File: src/rtl/fw_rule_lookup_if.sv
// rtl/fw_rule_lookup_if.sv - key/result and SRAM read-port bundle for fw_rule_lookup
// Optional stats signals exist only when FW_LOOKUP_STATS_EN is defined.
interface fw_rule_lookup_if #(
   parameter int SRAM_ADDR_WIDTH = 19
) ();
   logic                       lookup_req;
   logic [55:0]                lookup_key;
   logic                       lookup_rdy;
   logic                       result_vld;
   logic                       result_hit;
   logic                       result_deny;
   logic [7:0]                 result_idx;
   logic                       result_err;
   logic                       rd_0_req;
   logic [SRAM_ADDR_WIDTH-1:0] rd_0_addr;
   logic                       rd_0_ack;
   logic                       rd_0_vld;
   logic [63:0]                rd_0_data;
`ifdef FW_LOOKUP_STATS_EN
   logic [31:0]                stat_hits;
   logic [31:0]                stat_misses;
   logic [31:0]                stat_errs;
`endif

   // master: packet path plus arbiter side; slave: the lookup engine
   modport master (
      output lookup_req, lookup_key, rd_0_ack, rd_0_vld, rd_0_data,
      input  lookup_rdy, result_vld, result_hit, result_deny, result_idx, result_err,
      input  rd_0_req, rd_0_addr
`ifdef FW_LOOKUP_STATS_EN
      , input stat_hits, stat_misses, stat_errs
`endif
   );

   modport slave (
      input  lookup_req, lookup_key, rd_0_ack, rd_0_vld, rd_0_data,
      output lookup_rdy, result_vld, result_hit, result_deny, result_idx, result_err,
      output rd_0_req, rd_0_addr
`ifdef FW_LOOKUP_STATS_EN
      , output stat_hits, stat_misses, stat_errs
`endif
   );
endinterface

File: src/rtl/fw_rule_lookup.sv
// rtl/fw_rule_lookup.sv - first-match firewall rule scan over SRAM read port rd_0
// Define FW_LOOKUP_STATS_EN to add saturating hit/miss/error counters.
module fw_rule_lookup #(
   parameter int SRAM_ADDR_WIDTH = 19,
   parameter int RULE_BASE       = 0,
   parameter int NUM_RULES       = 64,
   parameter int VLD_TIMEOUT     = 15
) (
   input logic             clk,
   input logic             reset,
   fw_rule_lookup_if.slave bus
);
   typedef enum logic [2:0] {
      S_IDLE, S_ISSUE, S_ACK_CHK, S_WAIT_VLD, S_CHECK, S_DONE
   } state_t;

   localparam int          WD_W        = $clog2(VLD_TIMEOUT + 1);
   localparam logic [63:0] PARITY_MARK = 64'h0000_0000_DEAD_BEEF;

   state_t                     r_state;
   logic [55:0]                r_key;
   logic [63:0]                r_data;
   logic [7:0]                 r_idx;
   logic [WD_W-1:0]            r_wd;
   logic                       r_rd_req;
   logic [SRAM_ADDR_WIDTH-1:0] r_rd_addr;
   logic                       r_res_vld;
   logic                       r_res_hit;
   logic                       r_res_deny;
   logic                       r_res_err;
   logic [7:0]                 r_res_idx;

   logic w_parity;
   logic w_valid;
   logic w_ip_ok;
   logic w_port_ok;
   logic w_proto_ok;
   logic w_match;
   logic w_last;

   function automatic logic [SRAM_ADDR_WIDTH-1:0] f_rule_addr(input logic [7:0] i);
      return SRAM_ADDR_WIDTH'(RULE_BASE + int'(i));
   endfunction

   // Zero-valued rule fields act as wildcards
   assign w_parity   = (r_data == PARITY_MARK);
   assign w_valid    = r_data[7];
   assign w_ip_ok    = (r_data[63:32] == 32'd0) || (r_data[63:32] == r_key[55:24]);
   assign w_port_ok  = (r_data[31:16] == 16'd0) || (r_data[31:16] == r_key[23:8]);
   assign w_proto_ok = (r_data[15:8]  == 8'd0)  || (r_data[15:8]  == r_key[7:0]);
   assign w_match    = !w_parity && w_valid && w_ip_ok && w_port_ok && w_proto_ok;
   assign w_last     = (r_idx == 8'(NUM_RULES - 1));

   assign bus.lookup_rdy  = (r_state == S_IDLE) && !reset;
   assign bus.rd_0_req    = r_rd_req;
   assign bus.rd_0_addr   = r_rd_addr;
   assign bus.result_vld  = r_res_vld;
   assign bus.result_hit  = r_res_hit;
   assign bus.result_deny = r_res_deny;
   assign bus.result_idx  = r_res_idx;
   assign bus.result_err  = r_res_err;

   always_ff @(posedge clk) begin
      if (reset) begin
         r_state    <= S_IDLE;
         r_key      <= '0;
         r_data     <= '0;
         r_idx      <= '0;
         r_wd       <= '0;
         r_rd_req   <= 1'b0;
         r_rd_addr  <= '0;
         r_res_vld  <= 1'b0;
         r_res_hit  <= 1'b0;
         r_res_deny <= 1'b0;
         r_res_err  <= 1'b0;
         r_res_idx  <= '0;
      end else begin
         r_rd_req  <= 1'b0;
         r_res_vld <= 1'b0;
         case (r_state)
            S_IDLE: begin
               if (bus.lookup_req) begin
                  r_key     <= bus.lookup_key;
                  r_idx     <= '0;
                  r_rd_addr <= f_rule_addr(8'd0);
                  r_rd_req  <= 1'b1;
                  r_state   <= S_ISSUE;
               end
            end
            S_ISSUE: r_state <= S_ACK_CHK;
            S_ACK_CHK: begin
               if (bus.rd_0_ack) begin
                  r_wd    <= WD_W'(1);
                  r_state <= S_WAIT_VLD;
               end else begin
                  // Lost arbitration: re-pulse the same address
                  r_rd_req <= 1'b1;
                  r_state  <= S_ISSUE;
               end
            end
            S_WAIT_VLD: begin
               if (bus.rd_0_vld) begin
                  r_data  <= bus.rd_0_data;
                  r_state <= S_CHECK;
               end else if (r_wd == WD_W'(VLD_TIMEOUT - 1)) begin
                  r_res_vld  <= 1'b1;
                  r_res_hit  <= 1'b0;
                  r_res_deny <= 1'b1;
                  r_res_err  <= 1'b1;
                  r_res_idx  <= r_idx;
                  r_state    <= S_DONE;
               end else begin
                  r_wd <= r_wd + WD_W'(1);
               end
            end
            S_CHECK: begin
               if (w_parity || !w_valid || w_match || w_last) begin
                  r_res_vld  <= 1'b1;
                  r_res_hit  <= w_match;
                  r_res_deny <= w_match ? r_data[6] : 1'b1;
                  r_res_err  <= w_parity;
                  r_res_idx  <= r_idx;
                  r_state    <= S_DONE;
               end else begin
                  r_idx     <= r_idx + 8'd1;
                  r_rd_addr <= f_rule_addr(r_idx + 8'd1);
                  r_rd_req  <= 1'b1;
                  r_state   <= S_ISSUE;
               end
            end
            S_DONE:  r_state <= S_IDLE;
            default: r_state <= S_IDLE;
         endcase
      end
   end

`ifdef FW_LOOKUP_STATS_EN
   logic [31:0] r_stat_hits;
   logic [31:0] r_stat_misses;
   logic [31:0] r_stat_errs;

   // An errored lookup counts only as an error, never as a miss
   always_ff @(posedge clk) begin
      if (reset) begin
         r_stat_hits   <= '0;
         r_stat_misses <= '0;
         r_stat_errs   <= '0;
      end else if (r_res_vld) begin
         if (r_res_err) begin
            if (r_stat_errs != 32'hFFFF_FFFF) r_stat_errs <= r_stat_errs + 32'd1;
         end else if (r_res_hit) begin
            if (r_stat_hits != 32'hFFFF_FFFF) r_stat_hits <= r_stat_hits + 32'd1;
         end else begin
            if (r_stat_misses != 32'hFFFF_FFFF) r_stat_misses <= r_stat_misses + 32'd1;
         end
      end
   end

   assign bus.stat_hits   = r_stat_hits;
   assign bus.stat_misses = r_stat_misses;
   assign bus.stat_errs   = r_stat_errs;
`endif
endmodule

File: src/flat_wrapper.sv
// flat-port wrapper written by rule: the top's interface ports become plain ports
module fw_rule_lookup_flat 
#(
   parameter int SRAM_ADDR_WIDTH = 19,
   parameter int RULE_BASE       = 0,
   parameter int NUM_RULES       = 64,
   parameter int VLD_TIMEOUT     = 15
)
  (clk, reset, bus_lookup_req, bus_lookup_key, bus_rd_0_ack, bus_rd_0_vld, bus_rd_0_data, bus_lookup_rdy, bus_result_vld, bus_result_hit, bus_result_deny, bus_result_idx, bus_result_err, bus_rd_0_req, bus_rd_0_addr);
  fw_rule_lookup_if #(.SRAM_ADDR_WIDTH(SRAM_ADDR_WIDTH)) bus_i ();
  input logic clk;
  input logic reset;
  input wire logic [$bits(bus_i.lookup_req)-1:0] bus_lookup_req;
  input wire logic [$bits(bus_i.lookup_key)-1:0] bus_lookup_key;
  input wire logic [$bits(bus_i.rd_0_ack)-1:0] bus_rd_0_ack;
  input wire logic [$bits(bus_i.rd_0_vld)-1:0] bus_rd_0_vld;
  input wire logic [$bits(bus_i.rd_0_data)-1:0] bus_rd_0_data;
  output wire logic [$bits(bus_i.lookup_rdy)-1:0] bus_lookup_rdy;
  output wire logic [$bits(bus_i.result_vld)-1:0] bus_result_vld;
  output wire logic [$bits(bus_i.result_hit)-1:0] bus_result_hit;
  output wire logic [$bits(bus_i.result_deny)-1:0] bus_result_deny;
  output wire logic [$bits(bus_i.result_idx)-1:0] bus_result_idx;
  output wire logic [$bits(bus_i.result_err)-1:0] bus_result_err;
  output wire logic [$bits(bus_i.rd_0_req)-1:0] bus_rd_0_req;
  output wire logic [$bits(bus_i.rd_0_addr)-1:0] bus_rd_0_addr;
  assign bus_i.lookup_req = bus_lookup_req;
  assign bus_i.lookup_key = bus_lookup_key;
  assign bus_i.rd_0_ack = bus_rd_0_ack;
  assign bus_i.rd_0_vld = bus_rd_0_vld;
  assign bus_i.rd_0_data = bus_rd_0_data;
  assign bus_lookup_rdy = bus_i.lookup_rdy;
  assign bus_result_vld = bus_i.result_vld;
  assign bus_result_hit = bus_i.result_hit;
  assign bus_result_deny = bus_i.result_deny;
  assign bus_result_idx = bus_i.result_idx;
  assign bus_result_err = bus_i.result_err;
  assign bus_rd_0_req = bus_i.rd_0_req;
  assign bus_rd_0_addr = bus_i.rd_0_addr;
  fw_rule_lookup #(.SRAM_ADDR_WIDTH(SRAM_ADDR_WIDTH), .RULE_BASE(RULE_BASE), .NUM_RULES(NUM_RULES), .VLD_TIMEOUT(VLD_TIMEOUT)) u_core (.clk(clk), .reset(reset), .bus(bus_i));
endmodule
File: config.mk
export PLATFORM = sky130hd
export DESIGN_NAME = fw_rule_lookup_flat
export DESIGN_NICKNAME = d
export VERILOG_FILES = /design/src/rtl/fw_rule_lookup_if.sv /design/src/rtl/fw_rule_lookup.sv /design/src/flat_wrapper.sv
export SDC_FILE = /design/constraint.sdc
export NUM_CORES = 1
export LEC_CHECK = 0
export ABC_AREA = 1
export ABC_CLOCK_PERIOD_IN_PS = 1900
export CAP_MARGIN = 15
export CORE_AREA = 8 8 126 128
export CTS_BUF_LIST = sky130_fd_sc_hd__clkbuf_2
export CTS_CLUSTER_SIZE = 25
export DETAILED_ROUTE_END_ITERATION = 16
export DIE_AREA = 0 0 134 136
export PLACE_DENSITY = 0.75
export SYNTH_ARGS = -nofsm -noshare
export SYNTH_HDL_FRONTEND = slang
export SYNTH_SLANG_ARGS = --single-unit
File: constraint.sdc
create_clock -name clk -period 1.9 [get_ports clk]
set_input_delay 0.38 -clock clk [delete_from_list [all_inputs] [get_ports clk]]
set_output_delay 0.38 -clock clk [all_outputs]
set_load 0.01 [all_outputs]
Yosys cells after proc, flatten, opt, wreduce, memory -nomap -nowiden
Cells that the tools add are included.
W data, S select, Z words.
{"block": "totals", "ff_bits": 167, "inputBits": 125, "out_inout_bits": 33}
{"block": "classes", "n_addsub": 2, "n_eq_ne": 18, "n_mux": 39, "n_reduce_logical": 27}
{"cell": "$eq A64 B32 Y1 const B", "count": 1}
{"cell": "$mux W8", "count": 5}
{"cell": "$mux W19", "count": 2}
{"cell": "$pmux W19 S2", "count": 1}
{"cell": "$eq A32 B32 Y1", "count": 1}
{"cell": "$logic_not A32 Y1", "count": 1}
{"cell": "$pmux W8 S2", "count": 2}
{"cell": "$eq A16 B16 Y1", "count": 1}
{"cell": "$logic_not A16 Y1", "count": 1}
{"cell": "$pmux W3 S5", "count": 1}
{"cell": "$mux W1", "count": 14}
{"cell": "$mux W3", "count": 4}
{"cell": "$mux W4", "count": 3}
{"cell": "$ne A2 B2 Y1 const B", "count": 5}
{"cell": "$add A8 B1 Y8 const B", "count": 1}
{"cell": "$eq A8 B6 Y1 const B", "count": 1}
{"cell": "$eq A8 B8 Y1", "count": 1}
{"cell": "$logic_not A8 Y1", "count": 1}
{"cell": "$pmux W1 S2", "count": 4}
{"cell": "$pmux W4 S2", "count": 1}
{"cell": "$reduce_and A4 Y1", "count": 2}
{"cell": "$eq A3 B2 Y1 const B", "count": 2}
{"cell": "$logic_or A1 B1 Y1", "count": 6}
{"cell": "$reduce_and A2 Y1", "count": 3}
{"cell": "13 further kinds", "count": 22}

Logic depth before layout (Yosys ltp)
{"block": "depth", "ltp_word": 10, "depth_mapped": 16, "depth_no_buf": 16}

Least setup slack after synthesis
Ideal clock, no wire load.
{"block": "synth_path", "path_type": "flip-flop to flip-flop", "from": "reg, netlist name u_core.bus.rd_0_addr[0]", "to": "reg u_core.r_res_idx[2] (netlist: u_core.bus.result_idx[2])", "setup_ns": 0.069, "arrival_ns": 1.622, "slack_ns": 0.209, "stages_incl_launch_ff": 11, "n_path_buf": 1, "period_less_slack_ns": 1.691, "cell_sequence": "dfxtp_1 ha_1 nand2_1 nor3_2 nand2_1 nor3_1 nor2_1 nand3_4 buf_4 nand3_1 a21oi_2"}
{"item": "end signal, assigned", "line": "fw_rule_lookup.sv:110", "source": "r_res_idx <= r_idx;"}
{"item": "end signal, assigned", "line": "fw_rule_lookup.sv:122", "source": "r_res_idx <= r_idx;"}
{"item": "end, declared", "line": "fw_rule_lookup.sv:31", "source": "logic [7:0] r_res_idx;"}

Worst setup path in the final report
{"block": "layout_path", "from": "reg u_core.r_state[1]", "to": "out bus_lookup_rdy"}
{"block": "layout_between", "elab_chain_cells": 2}
{"item": "start, declared", "line": "fw_rule_lookup.sv:20", "source": "state_t r_state;"}
{"item": "start signal, assigned", "line": "fw_rule_lookup.sv:65", "source": "r_state <= S_IDLE;"}
{"item": "start signal, assigned", "line": "fw_rule_lookup.sv:87", "source": "r_state <= S_ISSUE;"}
{"item": "start signal, assigned", "line": "fw_rule_lookup.sv:90", "source": "S_ISSUE: r_state <= S_ACK_CHK;"}
{"item": "$logic_not A3 Y1", "line": "fw_rule_lookup.sv:54", "source": "assign bus.lookup_rdy = (r_state == S_IDLE) && !reset;"}
{"item": "$logic_and A1 B1 Y1", "line": "fw_rule_lookup.sv:54"}
{"item": "end, declared", "line": "flat_wrapper.sv:18", "source": "output wire logic [$bits(bus_i.lookup_rdy)-1:0] bus_lookup_rdy;"}
Every way passes these cells.

==> flow_metrics.tcl <==
set metrics [dict create \
    num_rows 44 \
    synthArstFlopShare 0 \
    grt-ovfl-total 0 \
    grt.met2_usage 0.345 \
    violations "negative setup slack" \
    place_area_um2 8520 \
    synth_ff_type "dfxtp_1" \
    drive_above_1_share 0.195 \
    yosysWarnings 0 \
    h-tree-depth 4 \
    stdcell_area_um2 9090 \
    cp.arrival_ns 1.64 \
    worstPathMaxFanout 4 \
    p_leak_nw 3.56 \
    via_count 6666 \
    fill_cells 1282 \
    use_met3 0.0565 \
    cts_sinks 148 \
    critPathKind "reg2out" \
    via_per_inst 5.17 \
    slowest_stage "dfxtp_2" \
    status "complete, but fails checks" \
    cts_buffers 17 \
    synth_cell_types 36 \
    fin_crit_ns 2.02 \
    rsz0062_at_grt "true" \
    path_cells "nor2_2, inv_2, nor2_4, inv_2, nor2_2, buf_2" \
    numPortBuffers 146 \
    netlist_instances 945 \
    track_usage 0.211 \
    setup_ws_ns -0.116 \
    cap_violations 0 \
    ys_seq_elements 148 \
    path_clk_slew_ns 0.21 \
    dieHeight_um 136 \
    finClkSkew_ns 0.0363 \
    startpoint_type "flip-flop" \
    ant_nets 0 \
    yosysMostFrequentCell "nand2_1" \
    drc_errors 0 \
    dr.first_iter.drc_count 423 \
    dp.cells 1250 \
    fin_cells 1290 \
    crit_path_end_kind "output port" \
    hold_viol_final 0 \
    die_w_um 134 \
    cpLargestDelayFamily "flip-flops" \
    yosys.area.top_type "dfxtp_1" \
    grt_max_degree 98 \
    routed_wirelength_um 20100 \
    layout.nets 1222 \
    min-delay-start "bus_rd_0_vld" \
    worstPathRequired_ns 1.52 \
    setup_viol 18 \
    vdd_drop_max_v 0.000746 \
    path_buf_inv 3 \
    cts_tree "done" \
    fmax_ghz 0.496 \
    rr_startpoint "u_core.r_data[42]" \
    max_stage_delay_ns 0.38 \
    ios 158 \
    root_buffer "clkbuf_2" \
    synth.avg_cell_area_um2 7.24 \
    antenna_found_initial 0 \
    synth_area_um2 6840 \
    diodes 0 \
    avgRoutedWirePerCell_um 15.6 \
    areaGrowthSynthToFinish_pct 32.9 \
    die_area_um2 18200 \
    hold_class "in2reg" \
    synth_top_area_frac 0.433 \
    top_usage_layer "met2" \
    synth_edf_count 0 \
    fin_crit_sh 1.06 \
    dpl.hpwl_um 13800 \
    grt_pass1_vias 6373 \
    met1_usage 0.272 \
    coreArea_um2 14000 \
    synth_common_cells "209 x nand2_1, 148 x dfxtp_1, 128 x a21oi_1, 101 x nand3_1, 78 x nor2_1" \
    grt_pass1_wl_um 31100 \
    ys_seq_area_frac 0.433 \
    clock_latency_ns 0.68 \
    start_util 0.487 \
    dr.pass1.iters 5 \
    ctsHoldBuffers 0 \
    cts_max_path_buffers 2 \
    yosys-top-cells-area "dfxtp_1 43%, nand2_1 11%, a21oi_1 9.4%" \
    crit_start "u_core.r_state[1]" \
    powerDensity_nw_per_um2 1000 \
    globalplace.congestion 0.835 \
    slew_violations 0 \
]
==> flip-flops by register name, summed over array words and instances (netlist names) <==
signal                  cells
u_core.bus.rd_0_addr        8
u_core.bus.result_deny      1
u_core.bus.result_hit       1
u_core.bus.result_vld       1
u_core.bus.rd_0_req         1
u_core.r_state              3
u_core.bus.result_idx       8
u_core.r_data              64
u_core.r_wd                 4
u_core.bus.result_err       1
u_core.r_key               56
==> final timing paths <==
path	slack (ns)	endpoint	depth (start not counted)
max	-0.12	bus_lookup_rdy	6
min reg2reg	0.46	u_core.r_data[25]	2
max reg2reg	-0.07	u_core.bus.result_deny	13
min	0.11	u_core.r_state[1]	4
==> power by group <==
part	internal [mW]	switching, mW
clock network	0.619	1.03
logic	1.47	2.06
registers	3.58	0.336
==> metrics by stage <==
step                      power (mW)  setup slack [ns]  setup TNS [ns]  hold WS, ns  utilization
after global routing            9.72            -0.261           -2.92       0.0370        0.647
after detailed placement        7.10         -0.000101       -0.000101        0.451        0.607
after CTS                       8.76            -0.206          -0.206       0.0254        0.623
final                           9.09            -0.116          -0.695        0.105        0.647
after floorplan                 5.97             0.209               0        0.430            -
after global placement          7.05            0.0189               0        0.448        0.607
==> cells by family after synthesis <==
logic type	after synthesis	synth area share
AOI/OAI and AO/OA	188	0.145
DFF	148	0.433
adders and majority gates	3	0.00549
and+or+nand+nor	430	0.276
other	1	0.000548
buffers and inverters	132	0.0849
xor gates and xnor gates	43	0.0551
==> layer usage <==
layer	part of all wire	wire, um	vias to the layer above
met5	0	0	-
met4	0.011	215	0
met3	0.067	1350	18
met2	0.48	9660	204
met1	0.44	8900	3080
li1	-	-	3364
==> layout make-up <==
cell class | count | area, um2 | share of cell area
Multi-Input combinational cell | 677 | 3600 | 0.397
Timing Repair Buffer | 185 | 1780 | 0.196
Tap cell | 184 | 230 | 0.0253
Clock inverter | 7 | 82.6 | 0.00909
Sequential cell | 148 | 3020 | 0.333
Clock buffer | 24 | 120 | 0.0132
Inverter | 65 | 249 | 0.0274
==> cell usage in the layout (no fill, tap or decap), types with 5 or more instances in the layout <==
cell type        count
a21oi_1            126
a21oi_2             11
buf_4               29
buf_6                6
clkbuf_2            28
clkdlybuf4s50_1    121
conb_1              11
dfxtp_1            107
dfxtp_2             37
dlygate4sd2_1       15
inv_1               56
inv_2                7
nand2_1            188
nand2_2             28
nand2_4              5
nand3_1             90
nand3_2             11
nand4_1              8
nor2_1              57
nor2_2              18
nor2_4               9
nor4_1               5
o21ai_0             44
xnor2_1             36
xor2_1               7
==> worst reg2reg max path: cells and delay by family (launching register included) <==
family / cells / cell delay, ns
flops: 1 / 0.38
buf+inv: 1 / 0.24
simple gates: 11 / 1.15
compound gates: 1 / 0.13
==> repair_timing <==
item / 4_1_cts / 5_1_grt
cloned: 0 / 2
setup endpoints to repair: 34 / 34
resized for setup: 47 / 116
buffers inserted: 2 / 5
pin swaps: 1 / 38
(Power assumes the default switching activity.)
